## config.mk

```make
export PLATFORM = sky130hd
export DESIGN_NAME = regfile_write_arbiter
export DESIGN_NICKNAME = d
export VERILOG_FILES = /design/src/rtl/regfile_write_arbiter.sv
export SDC_FILE = /design/constraint.sdc
export NUM_CORES = 1
export LEC_CHECK = 0
export ABC_AREA = 1
export CAP_MARGIN = 30
export CORE_MARGIN = 2
export CORE_UTILIZATION = 43
export DETAILED_ROUTE_END_ITERATION = 7
export GPL_TIMING_DRIVEN = 0
export PLACE_DENSITY_LB_ADDON = 0.3
export SYNTH_ARGS = -nofsm -noshare
export SYNTH_HDL_FRONTEND = slang
export SYNTH_SLANG_ARGS = --single-unit
```

## constraint.sdc

```tcl
create_clock -name clk -period 1.3 [get_ports clk]
set_input_delay 0.325 -clock clk [delete_from_list [all_inputs] [get_ports clk]]
set_output_delay 0.325 -clock clk [all_outputs]
set_load 0.03 [all_outputs]
```

## src/rtl/regfile_write_arbiter.sv

```systemverilog
// regfile_write_arbiter: clears all registers after reset, then arbitrates two buffered write requesters round-robin onto one register-file write port.
module regfile_write_arbiter #(
  parameter int DATA_W = 8,
  parameter int ADDR_W = 2
) (
  input  logic              clk,
  input  logic              rst,
  input  logic              a_valid,
  output logic              a_ready,
  input  logic [ADDR_W-1:0] a_reg,
  input  logic [DATA_W-1:0] a_val,
  input  logic              b_valid,
  output logic              b_ready,
  input  logic [ADDR_W-1:0] b_reg,
  input  logic [DATA_W-1:0] b_val,
  output logic              wr_en,
  output logic [ADDR_W-1:0] wr_reg,
  output logic [DATA_W-1:0] wr_val,
  output logic              busy,
  output logic [3:0]        pending
);
  typedef enum logic {CLEAR, RUN} state_t;
  state_t state_q, state_d;
  logic [ADDR_W-1:0] cnt_q, cnt_d, wr_reg_q, wr_reg_d, a_reg_q, a_reg_d, b_reg_q, b_reg_d;
  logic [DATA_W-1:0] wr_val_q, wr_val_d, a_val_q, a_val_d, b_val_q, b_val_d;
  logic wr_en_q, wr_en_d, held_a_q, held_a_d, held_b_q, held_b_d, ptr_b_q, ptr_b_d;
  logic run, grant_a, grant_b, take_a, take_b;
  // ptr_b_q high means B was granted most recently, so A wins the next tie
  assign run     = (state_q == RUN) && !rst;
  assign grant_a = run && held_a_q && (!held_b_q || ptr_b_q);
  assign grant_b = run && held_b_q && (!held_a_q || !ptr_b_q);
  assign a_ready = run && (!held_a_q || grant_a);
  assign b_ready = run && (!held_b_q || grant_b);
  assign take_a  = a_valid && a_ready;
  assign take_b  = b_valid && b_ready;
  assign busy    = rst || (state_q == CLEAR);
  assign wr_en   = wr_en_q;
  assign wr_reg  = wr_reg_q;
  assign wr_val  = wr_val_q;
  always_comb begin
    pending = '0;
    for (int r = 0; r < 4; r++)
      pending[r] = !rst && ((held_a_q && a_reg_q == ADDR_W'(r)) || (held_b_q && b_reg_q == ADDR_W'(r)));
  end
  always_comb begin
    state_d  = state_q;
    cnt_d    = cnt_q;
    wr_en_d  = grant_a || grant_b;
    wr_reg_d = grant_a ? a_reg_q : grant_b ? b_reg_q : wr_reg_q;
    wr_val_d = grant_a ? a_val_q : grant_b ? b_val_q : wr_val_q;
    if (state_q == CLEAR) begin
      wr_en_d  = 1'b1;
      wr_reg_d = cnt_q;
      wr_val_d = '0;
      cnt_d    = cnt_q + 1'b1;
      state_d  = &cnt_q ? RUN : CLEAR;
    end
    held_a_d = take_a || (held_a_q && !grant_a);
    held_b_d = take_b || (held_b_q && !grant_b);
    a_reg_d  = take_a ? a_reg : a_reg_q;
    a_val_d  = take_a ? a_val : a_val_q;
    b_reg_d  = take_b ? b_reg : b_reg_q;
    b_val_d  = take_b ? b_val : b_val_q;
    ptr_b_d  = grant_b ? 1'b1 : grant_a ? 1'b0 : ptr_b_q;
  end
  always_ff @(posedge clk) begin
    if (rst) begin
      state_q  <= CLEAR;
      cnt_q    <= '0;
      wr_en_q  <= 1'b0;
      wr_reg_q <= '0;
      wr_val_q <= '0;
      held_a_q <= 1'b0;
      held_b_q <= 1'b0;
      a_reg_q  <= '0;
      a_val_q  <= '0;
      b_reg_q  <= '0;
      b_val_q  <= '0;
      ptr_b_q  <= 1'b1;
    end else begin
      state_q  <= state_d;
      cnt_q    <= cnt_d;
      wr_en_q  <= wr_en_d;
      wr_reg_q <= wr_reg_d;
      wr_val_q <= wr_val_d;
      held_a_q <= held_a_d;
      held_b_q <= held_b_d;
      a_reg_q  <= a_reg_d;
      a_val_q  <= a_val_d;
      b_reg_q  <= b_reg_d;
      b_val_q  <= b_val_d;
      ptr_b_q  <= ptr_b_d;
    end
  end
endmodule

```

* After elaboration in Yosys (flattened, before gate mapping) *
Index checks and enable logic that the tools add are counted.

word-level totals
  flip-flop bits (word level) = 37
  bits in latches = 0
  memory bits (writable) = 0
  ROM bits = 0
  input bits = 24
  logic and storage cells = 76
  memories = 0

operators by class
  $add $sub $neg = 1
  multipliers = 0
  divide/modulo/power cells = 0
  order comparisons = 0
  equality and inequality tests = 7
  shift operators = 0
  mux-type cells = 8
  bitwise gates (word level) = 1
  reduce and logical (&&, ||, !) cells = 47

operators with widths
  kind                   count
  $logic_and A1 B1 Y1    23
  $mux W8                2
  $logic_or A1 B1 Y1     12
  $eq A2 B2 Y1 const B   4
  $logic_not A1 Y1       6
  $mux W2                3
  $eq A2 B1 Y1 const B   2
  $logic_not A2 Y1       2
  $reduce_or A2 Y1       2
  $mux W1                3
  $ne A3 B1 Y1 const B   1
  $add A2 B1 Y2 const B  1
  $reduce_and A2 Y1      1
  $reduce_bool A2 Y1     1
  $not A1 Y1             1

* Logic depth before layout (Yosys ltp) *
Gate-level depths: netlist of run 1.

  depth in word-level cells = 8
  mapped depth = 10
  gate-level depth less buffers = 10

* Least setup slack after synthesis of run 1 *
Ideal clock, no wire load.

  path kind = reg-to-output
  start point = register held_b_q
  end point = output a_ready
  arrival = 1,101 ps
  data required time = 975 ps
  slack = -126 ps
  stages on the path, launching flop included = 7
  path through = dfxtp_1 -> inv_2 -> nand2_1 -> nand2_2 -> o21ai_4 -> buf_4 -> inv_1

on the way
  cells in the longest elaborated chain, start to end = 5

RTL lines
  item                    line  text
  start, declared         26    logic wr_en_q, wr_en_d, held_a_q, held_a_d, held_b_q, held_b_d, ptr_b_q, ptr_b_d;
  start signal, assigned  87    held_b_q <= held_b_d;
  $logic_not A1 Y1        30    assign grant_a = run && held_a_q && (!held_b_q || ptr_b_q);
  $logic_or A1 B1 Y1      30
  $logic_and A1 B1 Y1     30
  $logic_or A1 B1 Y1      32    assign a_ready = run && (!held_a_q || grant_a);
  $logic_and A1 B1 Y1     32
  end, declared           9     output logic a_ready,

No other way between the ends.

* Final worst setup path of run 1 *
  start point = register held_a_q
  end point = output a_ready

on the way
  cells in the longest elaborated chain, start to end = 4
  elaborated cells between the ends (all ways) = 5

RTL lines
  item                              line  text
  start, declared                   26
  start signal, assigned            86    held_a_q <= held_a_d;
  $logic_and A1 B1 Y1 (2 in a row)  30
  $logic_or A1 B1 Y1 *              32
  $logic_and A1 B1 Y1 *             32

Every way passes the cells marked *; elsewhere a longest branch is shown, timed or not.

==> impl_metrics.py, run 1 <==
metrics = {
    "status": {
        "status": "complete, but fails checks",
        "violations": "negative setup slack",
    },
    "power_and_ir_drop": {
        "leakage_nw": 1.018,
        "total_power_mw": 2.558,
        "powerDensity_mw_per_mm2": 974.9,
        "irDropWorstVdd_mv": 0.6291,
    },
    "worst_setup_path": {
        "end_kind": "primary output",
        "slowest_delay_ns": 0.40,
        "reg2reg_from": "state_q",
        "r2r-end": "wr_val[6]",
        "ff2ff_path_depth": 9,
        "path_max_fanout": 4,
        "arrival_ns": 1.31,
        "crit_path_cell_trace": "inv_1, o21ai_4, buf_6, clkinvlp_4, buf_6",
        "crit_path_top_delay_cell": "dfxtp_4",
        "startpoint_type": "flip-flop",
        "path_class": "flip-flop to primary output",
        "rrSetupSlack_ns": -0.11,
        "critical_path_required_ns": 0.98,
        "path_common_cell": "buf_6",
    },
    "route": {
        "wl_per_cell_um": 14.37,
        "detail_route.vias_per_cell": 5.163,
        "drc": 0,
        "routed_wl_um": 4684,
        "drtAntennaViolNets": 0,
        "vias": 1683,
        "drt_iter0_drc": 97,
        "first_pass_iters": 4,
    },
    "clock_tree": {
        "cts-htree-levels": 2,
        "clock_path_buffers": 2,
        "cts_sinks": 37,
        "cts_root_buffer": "clkbuf_8",
        "cts_made_buffers": 5,
        "insertion_delay_ns": 0.29,
        "cts.clk_slew.worst_paths_ns": 0.07,
        "cts_tree": "done",
        "hold_buffers": 0,
    },
    "yosys": {
        "syn-mean-instance-area_um2": 7.717,
        "synthCells": 209,
        "muxShareOfSynthArea": 0,
        "ys_ff_latch": 37,
        "synth_top_family_by_area": "compound AO/OA/AOI/OAI gates",
        "netlist.area_leader.share": 0.4593,
        "synth_compound_area_frac": 0.2141,
        "synth-seq-area-share": 0.4593,
        "synth_area_leaders": "dfxtp_1 46%, o21ai_1 9.3%, a21oi_1 7.8%",
        "synth_adder_area_share": 0.007758,
        "synth_area_leader_cell": "dfxtp_1",
        "syn_nets": 234,
        "synth_xor_area_frac": 0,
        "synth_area_mm2": 0.001613,
        "yosysWarnings": 0,
        "synthSimpleGateAreaFrac": 0.2056,
        "ys_types": 24,
    },
    "global_routing": {
        "grt_first_pass_wirelength_um": 6886,
        "gr-total-overflow": 0,
        "antenna_found_initial": 0,
        "grt_pass1_vias": 1489,
        "grt_max_degree": 13,
        "grt_usage": 0.2131,
    },
    "sta": {
        "rsz0062_at_grt": "true",
        "slew_headroom": 0.6867,
        "hold_violations": 0,
        "fmax_mhz": 613.2,
        "hold-worst-slack_ns": 0.2735,
        "finalSetupViolations": 20,
        "skew_ns": 0.004522,
        "setup_slack_ns": -0.3307,
        "fin_crit_ns": 1.631,
        "drv_slew": 0,
        "worst_pin_slew_ns": 0.4700,
        "fin_setup_tns_ns": -2.441,
        "period_share": 1.254,
    },
    "finish": {
        "syn2layout_area_growth_pct": 62.68,
        "post-route-util": 0.7221,
        "layout.nets": 302,
        "num_antenna_cells": 0,
        "drive_gt1_frac": 0.4029,
        "final_area_mm2": 0.002624,
        "final_cells": 326,
    },
    "floorplan": {
        "start_util": 0.4439,
        "die_y_um": 65.24,
        "die_area_mm2": 0.004256,
        "rows": 22,
        "io_pins": 42,
        "core_area_mm2": 0.003633,
        "die_w_um": 65.24,
    },
    "place": {
        "place_congestion": 0.8579,
        "dp_cells": 297,
        "dp.final_hpwl_um": 2627,
        "place_area_mm2": 0.002108,
        "portBuffers": 40,
        "place_ws_ns": -0.6786,
    },
    "hold_path": {
        "hold_path.class": "primary input to flip-flop",
        "hold_end": "wr_en",
        "worstHoldStart": "rst",
        "holdPathStages": 2,
    },
    "job": {
        "drv_cap": 0,
    },
}
-- worst max-delay path: cells and delay by family (launching register included) --
family | cells | cell delay, ns
flops | 1 | 0.40
buf+inv | 4 | 0.43
compound gates | 1 | 0.18
-- kinds of logic after synthesis --
family / Yosys count
AND/OR/NAND/NOR: 69
AO/OA/AOI/OAI: 66
adder cells (fa/ha/maj): 1
flip-flops: 37
buffers and inverters: 36
-- worst max path at each step --
| stage | cells past startpoint | endpoint | startpoint | slack (ns) |
|---|---|---|---|---|
| after global routing | 7 | a_ready | held_b_q | -0.35 |
| after CTS | 7 | a_ready | held_b_q | -0.28 |
| after floorplan | 6 | a_ready | held_b_q | -0.11 |
| final | 5 | a_ready | held_a_q | -0.33 |
| after detailed placement | 6 | a_ready | held_a_q | -0.68 |
| after global placement | 6 | a_ready | held_a_q | -0.67 |
-- cells in the final DEF (no fill, tap or decap), types with 4 or more instances in the layout --
cell type	count
nand2_2	5
clkbuf_8	6
o21ai_2	8
dfxtp_1	29
a21oi_1	19
o21ai_0	4
nor2_1	14
nor3_1	9
nand2_1	17
inv_2	6
clkdlybuf4s15_2	7
nand3_2	8
a21oi_2	6
nand3_1	4
buf_4	12
clkdlybuf4s50_1	22
o21ai_1	28
inv_1	14
dfxtp_2	5
buf_6	17
-- synth_stat cells (all sizes together) --
cell type / number
clkbuf: 3
nand2: 26
nand3: 13
a21oi: 25
ha: 1
clkinv: 2
nor3: 10
buf: 8
nor2: 17
o21ai: 41
nand4: 3
inv: 23
dfxtp: 37
-- final cells by class --
cell class              count  area [um^2]
repair inverters            1        7.507
multi-input cells         136        837.1
fillers                   281         1010
well taps                  48        60.06
plain buffers              11        110.1
repair buffers             60        623.1
flip-flops and latches     37        758.2
clock buffers               7        107.6
inverters                  25        113.9
clock inverters             1        6.256
-- power by group --
group / switching, mW / internal [mW]
logic: 0.205 / 0.186
clock network: 0.402 / 0.547
registers: 0.0376 / 1.18
-- layer usage --
layer,vias up,share of wire,track usage
met4,0,0.012,0.1016
met2,65,0.50,0.3482
li1,838,-,-
met3,6,0.064,0.04452
met1,774,0.42,0.2675
met5,-,0,0
-- repair_timing --
action,in CTS,in global routing
gates cloned,2,2
resized for setup,111,41
endpoints found under the setup margin,28,39
pin swaps,15,14
setup buffers,13,7
No activity file was read; power rests on OpenSTA's default activity.
==> run 2: changes to the inputs <==
--- a/config.mk
+++ b/config.mk
@@ -5,12 +5,11 @@
 export SDC_FILE = /design/constraint.sdc
 export NUM_CORES = 1
 export LEC_CHECK = 0
-export ABC_AREA = 1
+export ABC_AREA = 0
 export CAP_MARGIN = 30
 export CORE_MARGIN = 2
-export CORE_UTILIZATION = 43
+export CORE_UTILIZATION = 44
 export DETAILED_ROUTE_END_ITERATION = 7
-export GPL_TIMING_DRIVEN = 0
 export PLACE_DENSITY_LB_ADDON = 0.3
 export SYNTH_ARGS = -nofsm -noshare
 export SYNTH_HDL_FRONTEND = slang
==> impl_metrics.py, run 2 <==
metrics = {
    "status": {
        "status": "complete, but fails checks",
        "violations": "negative setup slack",
    },
    "sta": {
        "skew_ns": 0.003859,
        "rsz0062_at_grt": "true",
        "slew_headroom": 0.7859,
        "period_share": 1.248,
        "hold-worst-slack_ns": 0.4768,
        "worst_pin_slew_ns": 0.3178,
        "fmax_mhz": 616.2,
        "fin_setup_tns_ns": -3.221,
        "finalSetupViolations": 28,
        "drv_slew": 0,
        "fin_crit_ns": 1.623,
        "hold_violations": 0,
        "setup_slack_ns": -0.3229,
    },
    "floorplan": {
        "die_y_um": 66.42,
        "die_w_um": 66.42,
        "die_area_mm2": 0.004411,
        "rows": 22,
        "core_area_mm2": 0.003716,
        "io_pins": 42,
        "start_util": 0.4613,
    },
    "route": {
        "vias": 1950,
        "wl_met1_um": 2341,
        "first_pass_iters": 4,
        "wl_per_cell_um": 18.32,
        "met2_length_um": 3200,
        "drt_iter0_drc": 205,
        "drc": 0,
        "drtAntennaViolNets": 0,
        "wl_met3_um": 368,
        "detail_route.vias_per_cell": 5.909,
        "routed_wl_um": 6044,
        "top_layer": "met4",
    },
    "power_and_ir_drop": {
        "irDropWorstVdd_mv": 0.7480,
        "internal_power_mw": 2.046,
        "leakage_nw": 1.013,
        "swShare": 0.2563,
        "pwr-share-clk": 0.379,
        "p_comb_frac": 0.180,
        "powerDensity_mw_per_mm2": 935.2,
        "p_switching_mw": 0.7050,
        "power_frac_seq": 0.441,
    },
    "worst_setup_path": {
        "end_kind": "primary output",
        "path_max_fanout": 4,
        "startpoint_type": "flip-flop",
        "ff2ff_path_depth": 7,
        "critical_path_required_ns": 0.98,
        "arrival_ns": 1.30,
        "path_class": "flip-flop to primary output",
    },
    "yosys": {
        "synth_area_leaders": "dfxtp_1 43%, o21ai_0 11%, a21oi_1 7.6%",
        "synth_ff_type": "dfxtp_1",
        "synth.most_common_cell": "o21ai_0",
        "syn-mean-instance-area_um2": 8.202,
        "synth-seq-area-share": 0.4321,
        "synthCells": 209,
        "yosys-top-cells-count": "39 x o21ai_0, 37 x dfxtp_1, 26 x a21oi_1",
        "ys_ff_latch": 37,
        "netlist.area_leader.share": 0.4321,
        "synth_area_mm2": 0.001714,
        "ys_types": 34,
        "syn_nets": 234,
        "synthArstFlopShare": 0,
        "synth_area_leader_cell": "dfxtp_1",
        "synth_edf_count": 0,
        "yosysWarnings": 0,
    },
    "global_routing": {
        "grt_usage": 0.2427,
        "grt_first_pass_wirelength_um": 8169,
        "grt_pass1_vias": 1789,
        "antenna_found_initial": 0,
        "grt_max_degree": 17,
        "gr-total-overflow": 0,
    },
    "place": {
        "portBuffers": 41,
        "dp_cells": 306,
        "dp.final_hpwl_um": 3124,
        "place_congestion": 0.7958,
        "place_ws_ns": -0.4566,
    },
    "clock_tree": {
        "cts_made_buffers": 5,
        "insertion_delay_ns": 0.29,
        "cts_tree": "done",
        "cts.clk_slew.worst_paths_ns": 0.08,
        "cts-htree-levels": 2,
        "hold_buffers": 0,
        "cts_sinks": 37,
        "cts_root_buffer": "clkbuf_8",
        "clock_path_buffers": 2,
    },
    "finish": {
        "drive_gt1_frac": 0.4787,
        "syn2layout_area_growth_pct": 71.61,
        "final_cell_mix": "42 x buf_4, 30 x dfxtp_1, 22 x clkdlybuf4s50_1, 17 x a21oi_1, 17 x buf_6",
        "layout.nets": 306,
        "final_common_cell": "buf_4",
        "fill_cells": 227,
        "final_cells": 330,
        "post-route-util": 0.7916,
        "num_antenna_cells": 0,
    },
    "job": {
        "drv_cap": 0,
    },
    "hold_path": {
        "hold_path.class": "flip-flop to flip-flop",
        "holdPathStages": 2,
    },
}
[run 2: cell count changes after synthesis, moves of 17 or more]
cell / previous run / this run
o21ai_1: 30 / 0
inv_1: 19 / 2
nand2_1: 23 / 4
o21ai_0: 9 / 39
[run 2: power by group through the flow]
stage | Combinational [mW] | Sequential (mW) | Clock [mW]
2_1_floorplan | 0.192 | 1.25 | 0
3_3_place_gp | 0.369 | 1.24 | 0
3_5_place_dp | 0.374 | 1.24 | 0
4_1_cts | 0.432 | 1.21 | 1.05
5_1_grt | 0.525 | 1.22 | 1.10
6_report | 0.495 | 1.21 | 1.04
[run 2: layer usage]
layer	track usage	vias to the layer above
met2	0.4275	90
met4	0.08673	0
li1	-	913
met1	0.2923	935
met3	0.04429	12
met5	0	-
[run 2: final timing paths]
path	start	to	slack, ns
setup reg to reg	held_a_q	wr_val[1]	-0.16
hold reg to reg	b_val_q[2]	wr_val[2]	0.48
setup / recovery	held_a_q	pending[0]	-0.32
hold / removal	b_val_q[2]	wr_val[2]	0.48
[run 2: cell type report]
class                           instances  area, um^2  share of cell area
Clock buffer                            6       82.58             0.02807
Clock inverter                          2       37.54             0.01276
Inverter                                2       11.26            0.003828
Multi-Input combinational cell        150        1199              0.4075
Sequential cell                        37       759.5              0.2582
Tap cell                               48       60.06             0.02042
Timing Repair Buffer                   85       792.0              0.2692
[run 2: per-stage QoR]
| stage | instance area (um^2) | total power [mW] |
|---|---|---|
| after floorplan | 1773 | 1.443 |
| after global placement | 2311 | 1.605 |
| after detailed placement | 2311 | 1.611 |
| after CTS | 2689 | 2.689 |
| after global routing | 2942 | 2.846 |
| final | 2942 | 2.751 |
[run 2: cell families (layout without fill, tap and decap cells)]
| family | after synthesis | after routing | share of synthesized area |
|---|---|---|---|
| muxes | 2 | 2 | 0.01168 |
| adders and majority gates | 1 | 1 | 0.007298 |
| buffers and inverters | 23 | 95 | 0.07445 |
| xor gates and xnor gates | 1 | 1 | 0.005110 |
| and+or+nand+nor | 62 | 63 | 0.2022 |
| AOI/OAI and AO/OA | 83 | 83 | 0.2672 |
| DFF | 37 | 37 | 0.4321 |
[run 2: worst max-delay path, stage by stage, from the launching register on]
cell and delay (ns):
dfxtp_4 0.38, nor2b_4 0.22, nand2b_1 0.10, a21oi_2 0.16, buf_6 0.15
[run 2: what timing repair did]
action	4_1_cts	5_1_grt
cloned	1	1
resized for setup	58	63
pin swaps	11	20
endpoints found under the setup margin	38	37
buffers inserted	10	4
endpoints found under the hold margin	0	0
==> run 3: changes to the inputs <==
--- a/config.mk
+++ b/config.mk
@@ -7,10 +7,10 @@
 export LEC_CHECK = 0
 export ABC_AREA = 0
 export CAP_MARGIN = 30
-export CORE_MARGIN = 2
 export CORE_UTILIZATION = 44
 export DETAILED_ROUTE_END_ITERATION = 7
 export PLACE_DENSITY_LB_ADDON = 0.3
+export REMOVE_ABC_BUFFERS = 1
 export SYNTH_ARGS = -nofsm -noshare
 export SYNTH_HDL_FRONTEND = slang
 export SYNTH_SLANG_ARGS = --single-unit
==> impl_metrics.py, run 3 (synthesis results as in run 2) <==
metrics = {
    "sta": {
        "fin_setup_tns_ns": -2.368,
        "setup_slack_ns": -0.2795,
        "skew_ns": 0.008239,
        "hold-worst-slack_ns": 0.4168,
        "slew_headroom": 0.7775,
        "fmax_mhz": 633.1,
        "period_share": 1.215,
        "drv_slew": 0,
        "hold_violations": 0,
        "rsz0062_at_grt": "true",
        "finalSetupViolations": 26,
        "fin_crit_ns": 1.579,
        "worst_pin_slew_ns": 0.3302,
    },
    "finish": {
        "final_common_cell": "buf_4",
        "regArea_um2": 755.7,
        "layout.nets": 300,
        "fill_cells": 266,
        "multi_input_area_mm2": 0.001085,
        "drive_gt1_frac": 0.4327,
        "syn2layout_area_growth_pct": 59.34,
        "num_antenna_cells": 0,
        "final_cells": 323,
        "final_cell_mix": "38 x buf_4, 29 x dfxtp_1, 22 x clkdlybuf4s50_1, 18 x o21ai_1, 17 x o21ai_0",
    },
    "place": {
        "portBuffers": 41,
        "dp_cells": 307,
        "dp.final_hpwl_um": 3114,
        "place_congestion": 0.8350,
    },
    "worst_setup_path": {
        "arrival_ns": 1.25,
        "path_max_fanout": 4,
        "startpoint": "held_a_q",
        "crit_path_top_delay_cell": "dfxtp_4",
        "path_delay_family": "flip-flops",
        "end_kind": "primary output",
        "slowest_delay_ns": 0.37,
        "path_class": "flip-flop to primary output",
        "startpoint_type": "flip-flop",
        "cp_num_buf_inv": 2,
        "reg2reg_from": "held_b_q",
        "crit_path_cell_trace": "buf_6, nand2_2, o22a_1, nor2_1, buf_4",
        "critical_path_required_ns": 0.98,
    },
    "floorplan": {
        "die_w_um": 64.42,
        "io_pins": 42,
        "die_area_mm2": 0.004149,
        "rows": 22,
        "core_area_mm2": 0.003689,
        "start_util": 0.4647,
        "die_y_um": 64.42,
    },
    "clock_tree": {
        "cts-htree-levels": 2,
        "cts_root_buffer": "clkbuf_8",
        "cts_tree": "done",
        "cts.clk_slew.worst_paths_ns": 0.07,
        "cts_sinks": 37,
        "insertion_delay_ns": 0.29,
        "cts_made_buffers": 5,
        "clock_path_buffers": 2,
    },
    "status": {
        "status": "complete, but fails checks",
        "violations": "negative setup slack",
    },
    "power_and_ir_drop": {
        "irDropWorstVdd_mv": 0.9661,
        "internal_power_mw": 1.978,
        "swShare": 0.2565,
        "power_frac_seq": 0.455,
        "leakage_nw": 0.9606,
        "p_switching_mw": 0.6823,
        "powerDensity_mw_per_mm2": 973.8,
        "p_comb_frac": 0.182,
        "pwr-share-clk": 0.362,
    },
    "global_routing": {
        "gr-total-overflow": 0,
        "grt_pass1_vias": 1686,
        "antenna_found_initial": 0,
        "grt_max_degree": 17,
        "grt_first_pass_wirelength_um": 7327,
        "grt_usage": 0.2223,
    },
    "route": {
        "drc": 0,
        "routed_wl_um": 5492,
        "vias": 1916,
        "detail_route.vias_per_cell": 5.932,
        "wl_per_cell_um": 17.00,
        "first_pass_iters": 4,
        "drtAntennaViolNets": 0,
        "drt_iter0_drc": 147,
    },
    "job": {
        "drv_cap": 0,
    },
    "hold_path": {
        "worstHoldStart": "rst",
        "hold_path.class": "primary input to flip-flop",
    },
}
## run 3: cell type report
type	count	area share
inverters	2	0.004581
clock inverters	2	0.01283
flip-flops and latches	37	0.2767
repair buffers	78	0.2616
multi-input cells	151	0.3972
well taps	48	0.02199
clock buffers	5	0.02519
## run 3: path summary, 6_finish.rpt
kind,end,cells after the start,slack [ns]
worst max-delay path,pending[1],5,-0.28
worst min-delay path,cnt_q[1],3,0.42
worst max register to register,wr_val[5],6,-0.10
worst min register to register,b_val_q[0],2,0.48
## run 3: metrics by stage
step	total power, mW	instance area [um^2]	setup WS [ns]	utilization
2_1_floorplan	1.395	1594	-0.6597	-
3_3_place_gp	1.597	2257	-0.4066	0.6119
3_5_place_dp	1.606	2257	-0.4466	0.6119
4_1_cts	2.581	2460	-0.2931	0.6669
5_1_grt	2.746	2731	-0.3329	0.7405
6_report	2.660	2731	-0.2795	0.7405
## run 3: repair_timing
item / CTS / global route
hold buffers: 0 / 0
gates cloned: 0 / 3
resized for setup: 30 / 78
buffers inserted: 5 / 2
pin swaps: 5 / 21
endpoints found under the setup margin: 37 / 37
## run 3: power groups by stage
stage | Sequential, mW | Clock (mW) | Combinational, mW
finish | 1.21 | 0.963 | 0.485
global route | 1.21 | 1.01 | 0.521
CTS | 1.21 | 0.959 | 0.412
floorplan | 1.27 | 0 | 0.126
detailed placement | 1.23 | 0 | 0.372
global placement | 1.23 | 0 | 0.364
## run 3: per-layer routing
| layer | GRT usage | wire length (um) | vias to the layer above |
|---|---|---|---|
| met4 | 0.05833 | 114 | 0 |
| met1 | 0.2828 | 2316 | 915 |
| li1 | - | - | 903 |
| met3 | 0.03697 | 314 | 12 |
| met2 | 0.3868 | 2747 | 86 |
| met5 | 0 | 0 | - |
## run 3: tightest hold or removal path: stages
cell,delay [ns]
buf_2,0.10
buf_6,0.16
nor2_1,0.06
